[src/rtl/channel_pkg.sv]
// Shared types for the bundled-data handshake channel.
package channel_pkg;

  // Handshake protocol selected per channel instance.
  typedef enum logic {
    P4PhaseBD = 1'b0,
    P2PhaseBD = 1'b1
  } protocol_e;

  // Channel state. In 2-phase mode only IDLE (ready) and REQ (token
  // outstanding) are used.
  typedef enum logic [1:0] {
    IDLE = 2'd0,
    REQ  = 2'd1,
    ACK  = 2'd2,
    RTZ  = 2'd3
  } state_e;

  localparam int CNT_W = 16;

endpackage

[src/rtl/channel_if.sv]
// Sender/receiver handshake bundle for the channel.
//
// Handshake: the sender presents s_data and raises (4-phase) or toggles
// (2-phase) s_req; the channel answers on s_ack. Toward the receiver the
// channel presents r_data and raises/toggles r_req; the receiver answers on
// r_ack. Data is bundled: it is valid for as long as its req offers a token
// and must stay stable until the matching ack.
interface channel_if #(
  parameter int WIDTH = 8
);
  logic             s_req;
  logic [WIDTH-1:0] s_data;
  logic             s_ack;
  logic             r_req;
  logic [WIDTH-1:0] r_data;
  logic             r_ack;

  // Environment side: drives the sender request and the receiver ack.
  modport master (
    output s_req, s_data, r_ack,
    input  s_ack, r_req, r_data
  );

  // Channel side.
  modport slave (
    input  s_req, s_data, r_ack,
    output s_ack, r_req, r_data
  );
endinterface

[src/rtl/channel.sv]
// Single-stage bundled-data channel, 4-phase or 2-phase, with an optional
// preloaded token, a transfer counter and a sticky protocol error flag.
module channel
  import channel_pkg::*;
#(
  parameter int               WIDTH      = 8,
  parameter protocol_e        PROTOCOL   = P4PhaseBD,
  parameter bit               INIT_TOKEN = 1'b0,
  parameter logic [WIDTH-1:0] INIT_VALUE = '0
) (
  input  logic             clk,
  input  logic             rst,
  channel_if.slave         ch,
  output logic [CNT_W-1:0] xfer_cnt,
  output logic             err,
  output state_e           state
);

  state_e             state_q;
  logic               s_ack_q;
  logic               r_req_q;
  logic [WIDTH-1:0]   r_data_q;
  logic [CNT_W-1:0]   cnt_q;
  logic               err_q;
  logic               init_pend_q;  // token still to be injected after reset
  logic               preload_q;    // current token came from INIT_VALUE

  generate
    if (PROTOCOL == P4PhaseBD) begin : g_p4
      // 4-phase handshake FSM; every output is a register updated here.
      always_ff @(posedge clk) begin
        if (rst) begin
          state_q     <= IDLE;
          s_ack_q     <= 1'b0;
          r_req_q     <= 1'b0;
          r_data_q    <= '0;
          cnt_q       <= '0;
          err_q       <= 1'b0;
          init_pend_q <= INIT_TOKEN;
          preload_q   <= 1'b0;
        end else begin
          case (state_q)
            IDLE: begin
              if (ch.r_ack) err_q <= 1'b1;
              if (init_pend_q) begin
                r_data_q    <= INIT_VALUE;
                r_req_q     <= 1'b1;
                state_q     <= REQ;
                init_pend_q <= 1'b0;
                preload_q   <= 1'b1;
              end else if (ch.s_req) begin
                r_data_q <= ch.s_data;
                r_req_q  <= 1'b1;
                state_q  <= REQ;
              end
            end
            REQ: begin
              // Sender withdrew its request before being acknowledged.
              if (!preload_q && !ch.s_req) err_q <= 1'b1;
              if (ch.r_ack) begin
                cnt_q <= cnt_q + 1'b1;
                if (preload_q) begin
                  // No sender behind a preloaded token: skip ACK, keep s_ack low.
                  r_req_q <= 1'b0;
                  state_q <= RTZ;
                end else begin
                  s_ack_q <= 1'b1;
                  state_q <= ACK;
                end
              end
            end
            ACK: begin
              if (!ch.s_req) begin
                r_req_q <= 1'b0;
                state_q <= RTZ;
              end
            end
            RTZ: begin
              if (!ch.r_ack) begin
                s_ack_q   <= 1'b0;
                preload_q <= 1'b0;
                state_q   <= IDLE;
              end
            end
            default: state_q <= IDLE;
          endcase
        end
      end
    end else begin : g_p2
      logic s_lvl_q;  // last accepted s_req level

      // 2-phase transition signalling; IDLE = ready, REQ = token outstanding.
      always_ff @(posedge clk) begin
        if (rst) begin
          state_q     <= IDLE;
          s_ack_q     <= 1'b0;
          r_req_q     <= 1'b0;
          r_data_q    <= '0;
          cnt_q       <= '0;
          err_q       <= 1'b0;
          init_pend_q <= INIT_TOKEN;
          preload_q   <= 1'b0;
          s_lvl_q     <= 1'b0;
        end else if (state_q == IDLE) begin
          if (init_pend_q) begin
            r_data_q    <= INIT_VALUE;
            r_req_q     <= ~r_req_q;
            state_q     <= REQ;
            init_pend_q <= 1'b0;
            preload_q   <= 1'b1;
          end else if (ch.s_req != s_lvl_q) begin
            s_lvl_q  <= ch.s_req;
            r_data_q <= ch.s_data;
            r_req_q  <= ~r_req_q;
            state_q  <= REQ;
          end
        end else if (ch.r_ack == r_req_q) begin
          if (!preload_q) s_ack_q <= ~s_ack_q;
          preload_q <= 1'b0;
          cnt_q     <= cnt_q + 1'b1;
          state_q   <= IDLE;
        end
      end
    end
  endgenerate

  assign ch.s_ack  = s_ack_q;
  assign ch.r_req  = r_req_q;
  assign ch.r_data = r_data_q;
  assign xfer_cnt  = cnt_q;
  assign err       = err_q;
  assign state     = state_q;

endmodule

[src/flat_wrapper.sv]
// flat-port wrapper written by rule: the top's interface ports become plain ports
module channel_flat import channel_pkg::*;
#(
  parameter int               WIDTH      = 8,
  parameter protocol_e        PROTOCOL   = P4PhaseBD,
  parameter bit               INIT_TOKEN = 1'b0,
  parameter logic [WIDTH-1:0] INIT_VALUE = '0
)
  (clk, rst, xfer_cnt, err, state, ch_s_req, ch_s_data, ch_r_ack, ch_s_ack, ch_r_req, ch_r_data);
  channel_if #(.WIDTH(WIDTH)) ch_i ();
  input  logic clk;
  input  logic rst;
  output logic [CNT_W-1:0] xfer_cnt;
  output logic err;
  output state_e state;
  input wire logic [$bits(ch_i.s_req)-1:0] ch_s_req;
  input wire logic [$bits(ch_i.s_data)-1:0] ch_s_data;
  input wire logic [$bits(ch_i.r_ack)-1:0] ch_r_ack;
  output wire logic [$bits(ch_i.s_ack)-1:0] ch_s_ack;
  output wire logic [$bits(ch_i.r_req)-1:0] ch_r_req;
  output wire logic [$bits(ch_i.r_data)-1:0] ch_r_data;
  assign ch_i.s_req = ch_s_req;
  assign ch_i.s_data = ch_s_data;
  assign ch_i.r_ack = ch_r_ack;
  assign ch_s_ack = ch_i.s_ack;
  assign ch_r_req = ch_i.r_req;
  assign ch_r_data = ch_i.r_data;
  channel #(.WIDTH(WIDTH), .PROTOCOL(PROTOCOL), .INIT_TOKEN(INIT_TOKEN), .INIT_VALUE(INIT_VALUE)) u_core (.clk(clk), .rst(rst), .ch(ch_i), .xfer_cnt(xfer_cnt), .err(err), .state(state));
endmodule
[config.mk]
export PLATFORM = sky130hd
export DESIGN_NAME = channel_flat
export DESIGN_NICKNAME = d
export VERILOG_FILES = /design/src/rtl/channel_pkg.sv /design/src/rtl/channel_if.sv /design/src/rtl/channel.sv /design/src/flat_wrapper.sv
export SDC_FILE = /design/constraint.sdc
export NUM_CORES = 1
export LEC_CHECK = 0
export CAP_MARGIN = 10
export CORE_MARGIN = 2
export CORE_UTILIZATION = 28
export CTS_BUF_LIST = sky130_fd_sc_hd__clkbuf_16
export DETAILED_ROUTE_END_ITERATION = 7
export SLEW_MARGIN = 20
export SYNTH_ARGS = -nofsm -noshare
export SYNTH_HDL_FRONTEND = slang
export SYNTH_SLANG_ARGS = --single-unit
[constraint.sdc]
create_clock -name clk -period 4.1 [get_ports clk]
set_input_delay 0.82 -clock clk [delete_from_list [all_inputs] [get_ports clk]]
set_output_delay 0.82 -clock clk [all_outputs]
set_load 0.03 [all_outputs]
==> results of run 1 <==
-- area by class of cell --
type | count | area [um^2] | share of cell area
clock buffers | 5 | 125 | 0.0662
clock inverters | 3 | 12.5 | 0.00662
inverters | 2 | 7.51 | 0.00397
multi-input cells | 112 | 697 | 0.369
flip-flops and latches | 29 | 581 | 0.307
well taps | 54 | 67.6 | 0.0357
repair buffers | 40 | 400 | 0.212
-- metal layers --
| layer | routed length [um] | part of all wire | vias to the layer above | global-route usage |
|---|---|---|---|---|
| li1 | - | - | 598 | - |
| met2 | 1280 | 0.44 | 31 | 0.177 |
| met5 | 0 | 0 | - | 0 |
| met1 | 1410 | 0.49 | 507 | 0.150 |
| met4 | 35 | 0.012 | 0 | 0.0494 |
| met3 | 159 | 0.055 | 5 | 0.0373 |
-- cell usage after synthesis (all sizes together) --
library cell / instances
nor3: 3
ha: 7
nand2: 16
nand3: 16
nor4b: 1
clkbuf: 4
xnor2: 5
or2: 1
nand4: 4
inv: 2
xor2: 7
buf: 4
o21a: 1
a211oi: 1
and3: 2
or3: 3
nor2: 16
mux2i: 3
dfxtp: 29
and2: 1
nor2b: 1
a21oi: 16
o21ai: 4
and4: 3
a311oi: 1
-- per-stage QoR --
step	setup WS (ps)	std cells	hold WS, ps	utilization
floorplan	2250	151	585	-
global placement	1530	237	445	0.376
detailed placement	1490	237	447	0.376
CTS	1780	245	454	0.406
global route	1700	245	474	0.406
finish	1790	245	451	0.406
-- critical path, stage by stage --
cell	delay, ps
clkdlybuf4s50_1	670
and4_1	400
nand3_2	110
or3_1	350
a21oi_1	140
-- worst min-delay path by stage --
| stage | slack, ps | endpoint | from |
|---|---|---|---|
| after floorplan | 580 | u_core.ch.r_data[0] | u_core.ch.r_data[0] |
| final | 450 | u_core.ch.r_data[5] | u_core.ch.r_data[5] |
| after global placement | 450 | u_core.ch.r_data[5] | u_core.ch.r_data[5] |
| after detailed placement | 450 | u_core.ch.r_data[6] | u_core.ch.r_data[6] |
| after global routing | 470 | u_core.ch.r_data[5] | u_core.ch.r_data[5] |
| after CTS | 450 | u_core.ch.r_data[6] | u_core.ch.r_data[6] |
-- registers in the layout (all words and copies together) (netlist names) --
name and flops:
u_core.ch.s_ack 1, u_core.err 1, u_core.state 2, u_core.ch.r_req 1, u_core.ch.r_data 8, u_core.xfer_cnt 16
-- kinds of logic (layout without fill, tap and decap cells) --
| group | Yosys count | count (layout) | share of synthesized area |
|---|---|---|---|
| flip-flops | 29 | 29 | 0.437 |
| AND/OR/NAND/NOR | 67 | 67 | 0.263 |
| AO/OA/AOI/OAI | 23 | 23 | 0.0931 |
| multiplexers | 3 | 3 | 0.0226 |
| buffers and inverters | 10 | 50 | 0.0395 |
| adder cells (fa/ha/maj) | 7 | 7 | 0.0658 |
| XOR/XNOR | 12 | 12 | 0.0790 |
-- power by group through the flow --
stage	logic (mW)	clock network [mW]	registers [mW]
2_1_floorplan	0.164	0	0.429
5_1_grt	0.392	0.361	0.358
3_5_place_dp	0.352	0	0.359
4_1_cts	0.353	0.350	0.354
6_report	0.351	0.338	0.352
3_3_place_gp	0.351	0	0.360
==> out/qor.yml, run 1 <==
clkPwrFrac: 0.325
crit_path_end_kind: "flip-flop"
via_per_inst: 4.66
fmax_ghz: 0.433
nets: 209
tritoncts: "yes"
clk_latency_ps: 270
maxSlewViolCount: 0
die_y_um: 72.9
grt_setup_unrepaired: "false"
dieArea_um2: 5320
vdd_drop_max_mv: 0.394
sw_frac_of_total: 0.347
dr.pass1.iters: 4
synth-seq-cells: 29
layout_common_cells: "40 x clkdlybuf4s50_1, 29 x dfxtp_1, 16 x nor2_1, 16 x nand2_1, 16 x a21oi_1"
drc: 0
post_cts_hold_buffer_count: 0
core-area_um2: 4660
clkSinkCount: 29
crit_start: "ch_r_ack"
synth_area_um2: 1330
cts.path.max_buffers: 2
intPower_mw: 0.680
synth_cells: 151
wl_per_cell_um: 11.8
reg2reg_depth: 6
layout_commonest_cell: "clkdlybuf4s50_1"
ys_seq_area_frac: 0.437
drive_gt1_frac: 0.0471
fin_crit_ps: 2310
setup_viol: 0
cp_max_fo: 9
rows: 25
synth_nets: 170
diodes: 0
yosysTopAreaCell: "dfxtp_1"
ys_warn_count: 0
power.density_nw_per_um2: 551
crit_type: "in -> reg"
grt_pass1_vias: 1070
tightest_slew_ps: 1060
fin_area_um2: 1890
antenna_found_initial: 0
drtIter0Drc: 65
p_seq_frac: 0.338
max_slew_margin: 0.294
leakage_nw: 0.690
routabilityCongestion: 0.782
clk_pin_slew_worst_paths_ps: 50
post_dp_cell_area_um2: 1750
start_util: 0.285
synth_area_leaders: "dfxtp_1 44%, ha_1 6.6%, a21oi_1 6.0%"
synth_area_per_cell_um2: 8.81
finalSetupTns_ps: 0
htreeDepth: 2
cts.repair.resized: 0
rrSetupSlack_ps: 2130
ios: 41
r2r-start: "u_core.state[1]"
ant_nets: 0
p_total_mw: 1.04
dp_hpwl_um: 1990
grtUsageTotal: 0.116
status: "finished clean"
post-route-period-util: 0.563
postCtsSetupRepairBufs: 0
p_sw_mw: 0.362
p_comb_frac: 0.337
vias: 1141
critPathCapture: "u_core.xfer_cnt[15]"
hp-class: "reg -> reg"
hold_viol: 0
area_growth_pct: 42.1
cp-start-kind: "input port"
nFillCells: 487
grt_max_degree: 30
cts_root_buffer: "clkbuf_16"
wl_um: 2880
arrival_ps: 2490
cap_violations: 0
synth_top_cell_area_share: 0.437
die_w_um: 72.9
portBuffers: 40
r2r-end: "u_core.xfer_cnt[15]"
grt_remaining_overflow: 0
ys_types: 29
grt_pass1_wl_um: 4820
fin_worst_skew_ps: 3.95
numCtsBuffers: 5
whs_path_depth: 2
crit_required_ps: 4280
Note: power is estimated with default switching activity, not from simulation.
==> run 2: changes to the inputs <==
==> constraint.sdc (replaced) <==
create_clock -name clk -period 2.2 [get_ports clk]
set_input_delay 0.44 -clock clk [delete_from_list [all_inputs] [get_ports clk]]
set_output_delay 0.44 -clock clk [all_outputs]
set_load 0.03 [all_outputs]
==> run 2 against run 1 <==
Global-route usage about the same. Sequential power increased by 86%. First-iteration DRC count grew 1.5%. Sequential share of layout area decreased by 0.87 points. Register-to-register slack lost 1700 ps. Non-clock buffer count up 4. Sequential cell count is the same. Power grew 98%. Routed wire length fell by 3.1%. Final cell count is 1.6% higher. Critical path depth shrank 4.
==> out/qor.yml, run 2 (synthesis results as in run 1) <==
status: "finished clean"
ant_nets: 0  # unchanged
fin_worst_skew_ps: 4.53  # +0.579 ps
core-area_um2: 4660  # unchanged
cp_max_fo: 7  # -2
ios: 41  # unchanged
holdPathEnd: "u_core.ch.r_data[2]"
arrival_ps: 1410  # -1080 ps
vias: 1155  # +1.2%
hp-class: "reg -> reg"
cts_root_buffer: "clkbuf_16"
cp_slowest_stage_delay_ps: 720  # +50 ps
cap_violations: 0  # unchanged
r2r-end: "u_core.xfer_cnt[15]"
drc: 0  # unchanged
rows: 25  # unchanged
start_util: 0.285  # unchanged
diodes: 0  # unchanged
whs_path_depth: 2  # unchanged
fin_crit_ps: 1850
post-route-period-util: 0.841
dieArea_um2: 5320  # unchanged
finalSetupTns_ps: 0  # unchanged
area_growth_pct: 46.3
hold_viol: 0  # unchanged
crit_cells: 1  # -4
antenna_found_initial: 0  # unchanged
routabilityCongestion: 0.800  # +2.2%
grt_pass1_vias: 1080  # +0.93%
clkSinkCount: 29  # unchanged
placed_cells: 241  # +1.7%
numCtsBuffers: 5  # unchanged
leakage_nw: 0.724  # +4.9%
dp_hpwl_um: 2040  # +2.7%
die_y_um: 72.9  # unchanged
grtUsageTotal: 0.116  # +0.000475
crit_path_end_kind: "output pin"
tightest_slew_ps: 443  # -612 ps
reg2reg_depth: 6  # unchanged
cp.buffers_inverters: 1  # unchanged
layout_commonest_cell: "clkdlybuf4s50_1"
clk_pin_slew_worst_paths_ps: 50  # about the same
layout_common_cells: "40 x clkdlybuf4s50_1, 29 x dfxtp_1, 16 x nor2_1, 16 x nand2_1, 16 x a21oi_1"
maxSlewViolCount: 0  # unchanged
dr.pass1.iters: 4  # unchanged
grt_setup_unrepaired: "false"
post_cts_hold_buffer_count: 0  # unchanged
wl_per_cell_um: 11.2  # -4.6%
grt_pass1_wl_um: 4800  # -0.29%
cts.path.max_buffers: 2  # unchanged
stdcell_count: 249  # +1.6%
portBuffers: 40  # unchanged
wl_um: 2790  # -3.1%
rrSetupSlack_ps: 460  # -1670 ps
cp_top_family: "buffers and inverters"
drive_gt1_frac: 0.0667  # +0.0195
grt_remaining_overflow: 0  # unchanged
cts.repair.resized: 0  # unchanged
fmax_ghz: 0.541
grt_max_degree: 30  # unchanged
nets: 213  # +1.9%
r2r-start: "u_core.state[1]"
crit_type: "reg -> out"
fin_area_um2: 1950  # +2.9%
largest_reg_flops: 16  # unchanged
setup_viol: 0  # unchanged
max_slew_margin: 0.705  # +0.410
path_cells: "clkdlybuf4s50_1"
postCtsSetupRepairBufs: 0  # unchanged
power.density_nw_per_um2: 1060  # +93%
via_per_inst: 4.64  # -0.40%
crit_required_ps: 1760  # -2520 ps
vdd_drop_max_mv: 0.609  # +55%
tritoncts: "yes"
cp-start-kind: "flip-flop"
hp-start: "u_core.ch.r_data[2]"
critPathSlowestCell: "clkdlybuf4s50_1"
clk_latency_ps: 270  # about the same
post_dp_cell_area_um2: 1780  # +1.7%
htreeDepth: 2  # unchanged
drtIter0Drc: 66  # +1.5%
die_w_um: 72.9  # unchanged
run 2: cell count changes in the layout (fill, tap and decap cells not counted), sizes merged:
cell	change
bufinv	+1
buf	+4
inv	+1
clkinv	-2
run 2: per-layer routing:
metal  share of wire  global-route usage
met3           0.063              0.0483
met4          0.0061              0.0370
met2            0.44               0.181
met1            0.49               0.147
met5               0                   0
run 2: stage by stage:
stage / power [mW] / hold slack (ps) / util / setup slack, ps
after floorplan: 1.10 / 585 / - / 392
after global placement: 1.34 / 445 / 0.383 / 205
after detailed placement: 1.34 / 450 / 0.383 / 195
after CTS: 2.09 / 453 / 0.417 / 334
after global routing: 2.19 / 476 / 0.417 / 273
final: 2.06 / 451 / 0.417 / 350
run 2: cell type report:
type | instances | area (um^2)
fillers | 471 | 2720
multi-input cells | 112 | 697
flip-flops and latches | 29 | 581
repair buffers | 44 | 430
clock buffers | 5 | 125
well taps | 54 | 67.6
clock inverters | 3 | 37.5
inverters | 2 | 7.51
run 2: how the worst max path moves through the flow:
| stage | from | end | slack (ps) |
|---|---|---|---|
| 6_report | u_core.xfer_cnt[6] | xfer_cnt[6] | 350 |
| 5_1_grt | u_core.state[1] | u_core.state[0] | 270 |
| 4_1_cts | u_core.xfer_cnt[6] | xfer_cnt[6] | 330 |
| 3_5_place_dp | ch_r_ack | u_core.xfer_cnt[15] | 190 |
| 3_3_place_gp | ch_r_ack | u_core.xfer_cnt[15] | 210 |
| 2_1_floorplan | u_core.state[0] | u_core.xfer_cnt[14] | 390 |
run 2: power breakdown:
part / internal (mW) / switching (mW)
registers: 0.599 / 0.0563
clock network: 0.524 / 0.215
logic: 0.272 / 0.397
total: 1.40 / 0.668
==> run 3: changes to the inputs <==
==> constraint.sdc (replaced) <==
create_clock -name clk -period 1.59 [get_ports clk]
set_input_delay 0.318 -clock clk [delete_from_list [all_inputs] [get_ports clk]]
set_output_delay 0.318 -clock clk [all_outputs]
set_load 0.03 [all_outputs]
==> run 3 against run 2 <==
Sequential share of layout area is 0.43 points lower. Clock skew is 1.8 ps lower. Global-route usage is 0.21 points higher. Sequential power is 42% higher. Largest cell class unchanged. Register-to-register slack worse by 350 ps. Power is 33% higher.
==> out/qor.yml, run 3 (synthesis results as in run 1) <==
tritoncts: "yes"
tightest_slew_ps: 342  # -101 ps
post_cts_hold_buffer_count: 0  # unchanged
antenna_found_initial: 0  # unchanged
wl_um: 2940  # +5.1%
cap_violations: 0  # unchanged
layout_commonest_cell: "dfxtp_1"
grt_max_degree: 18  # -40%
portBuffers: 40  # unchanged
largest_reg_flops: 16  # unchanged
hold_viol: 0  # unchanged
power.density_nw_per_um2: 1370  # +29%
vdd_drop_max_mv: 0.757  # +24%
layout_common_cells: "25 x dfxtp_1, 24 x dlygate4sd2_1, 16 x nor2_1, 16 x a21oi_1, 15 x nand2_1"
start_util: 0.285  # unchanged
fin_crit_ps: 1520
routabilityCongestion: 0.786  # -1.7%
status: "finished clean"
core-area_um2: 4660  # unchanged
drive_gt1_frac: 0.158  # +0.0910
holdWs_ps: 452  # +0.622 ps
final_util: 0.431  # +0.0134
cts.path.max_buffers: 2  # unchanged
dr.pass1.iters: 4  # unchanged
finalSetupTns_ps: 0  # unchanged
crit_start: "ch_r_ack"
clk_latency_ps: 270  # about the same
crit_required_ps: 1790  # +30 ps
clk_pin_slew_worst_paths_ps: 40  # about the same
diodes: 0  # unchanged
r2r-start: "u_core.state[1]"
max_slew_margin: 0.769  # +0.0640
wl_met3_um: 166  # -5.1%
p_comb_frac: 0.357  # +0.033
nets: 222  # +4.2%
cts_root_buffer: "clkbuf_16"
fmax_ghz: 0.656
m1WireLength_um: 1380  # +1.7%
hp-class: "reg -> reg"
vias: 1193  # +3.3%
grt_setup_unrepaired: "false"
leakage_nw: 0.946  # +31%
htreeDepth: 2  # unchanged
post-route-period-util: 0.958
grt_pass1_wl_um: 4980  # +3.7%
grtUsageTotal: 0.118  # +0.00206
maxUsedRoutingLayer: "met4"
die_y_um: 72.9  # unchanged
drc: 0  # unchanged
clkSinkCount: 29  # unchanged
critPathCapture: "u_core.xfer_cnt[15]"
fin_worst_skew_ps: 2.77  # -1.76 ps
ios: 41  # unchanged
rows: 25  # unchanged
r2r-end: "u_core.xfer_cnt[15]"
wl_per_cell_um: 11.4  # +1.8%
ant_nets: 0  # unchanged
grt_pass1_vias: 1160  # +7.4%
sw_frac_of_total: 0.346  # +0.0218
crit_type: "in -> reg"
grt_remaining_overflow: 0  # unchanged
arrival_ps: 1720  # +310 ps
p_sw_mw: 0.951  # +42%
die_w_um: 72.9  # unchanged
area_growth_pct: 51.0
drtIter0Drc: 28  # -58%
clkPwrFrac: 0.304  # -0.054
cp-start-kind: "input port"
rrSetupSlack_ps: 110  # -350 ps
reg2reg_depth: 6  # unchanged
dp_hpwl_um: 2170  # +6.4%
dieArea_um2: 5320  # unchanged
via_per_inst: 4.64  # about the same
maxSlewViolCount: 0  # unchanged
met2_length_um: 1370  # +10%
p_seq_frac: 0.339  # +0.021
intPower_mw: 1.80  # +29%
cp_max_fo: 4  # -3
setup_viol: 0  # unchanged
nFillCells: 476  # +1.1%
numCtsBuffers: 5  # unchanged
crit_path_end_kind: "flip-flop"
[run 3: how the worst min path moves through the flow]
stage | endpoint | startpoint | slack [ps] | depth (start not counted)
2_1_floorplan | u_core.ch.r_data[0] | ch_s_data[0] | 470 | 2
6_report | u_core.ch.r_data[3] | u_core.ch.r_data[3] | 450 | 2
4_1_cts | u_core.ch.r_data[3] | u_core.ch.r_data[3] | 460 | 2
3_3_place_gp | u_core.ch.r_data[5] | u_core.ch.r_data[5] | 440 | 2
5_1_grt | u_core.ch.r_data[2] | u_core.ch.r_data[2] | 480 | 2
3_5_place_dp | u_core.ch.r_data[3] | u_core.ch.r_data[3] | 450 | 2
[run 3: final cells by class]
type	instances	area (um^2)	area share
Multi-Input combinational cell	112	727	0.362
Sequential cell	29	591	0.294
Timing Repair Buffer	53	480	0.239
Clock buffer	5	125	0.0623
Tap cell	54	67.6	0.0336
Inverter	2	10.0	0.00498
Clock inverter	2	7.51	0.00374
[run 3: power by group through the flow]
stage                     sequential (mW)  combinational (mW)  clock [mW]
after floorplan                      1.13               0.449           0
after global placement              0.956               0.995           0
after detailed placement            0.949                1.00           0
after CTS                           0.935               0.957       0.866
after global routing                0.946                1.09       0.903
final                               0.933               0.982       0.837
[run 3: metal layers]
| metal | vias up | track usage |
|---|---|---|
| li1 | 625 | - |
| met1 | 531 | 0.147 |
| met2 | 33 | 0.190 |
| met3 | 4 | 0.0442 |
| met4 | 0 | 0.0370 |
| met5 | - | 0 |
[run 3: through the flow]
stage               power [mW]  instances  instance area, um^2  worst slack [ps]
floorplan                 1.58        151                 1360              11.9
global placement          1.95        250                 1880              -197
detailed placement        1.95        250                 1880              -234
CTS                       2.76        257                 1980             0.557
global route              2.94        257                 2010            0.0336
finish                    2.75        257                 2010              66.5
[run 3: timing repair]
action                     CTS  global route
buffers inserted             0             0
setup endpoints to repair   24             8
resized for setup           24            10
[run 3: critical path, cell delays in order]
cell and delay [ps]:
clkdlybuf4s50_1 540, and4_2 300, nand3_2 80, or3_1 350, a21oi_1 130
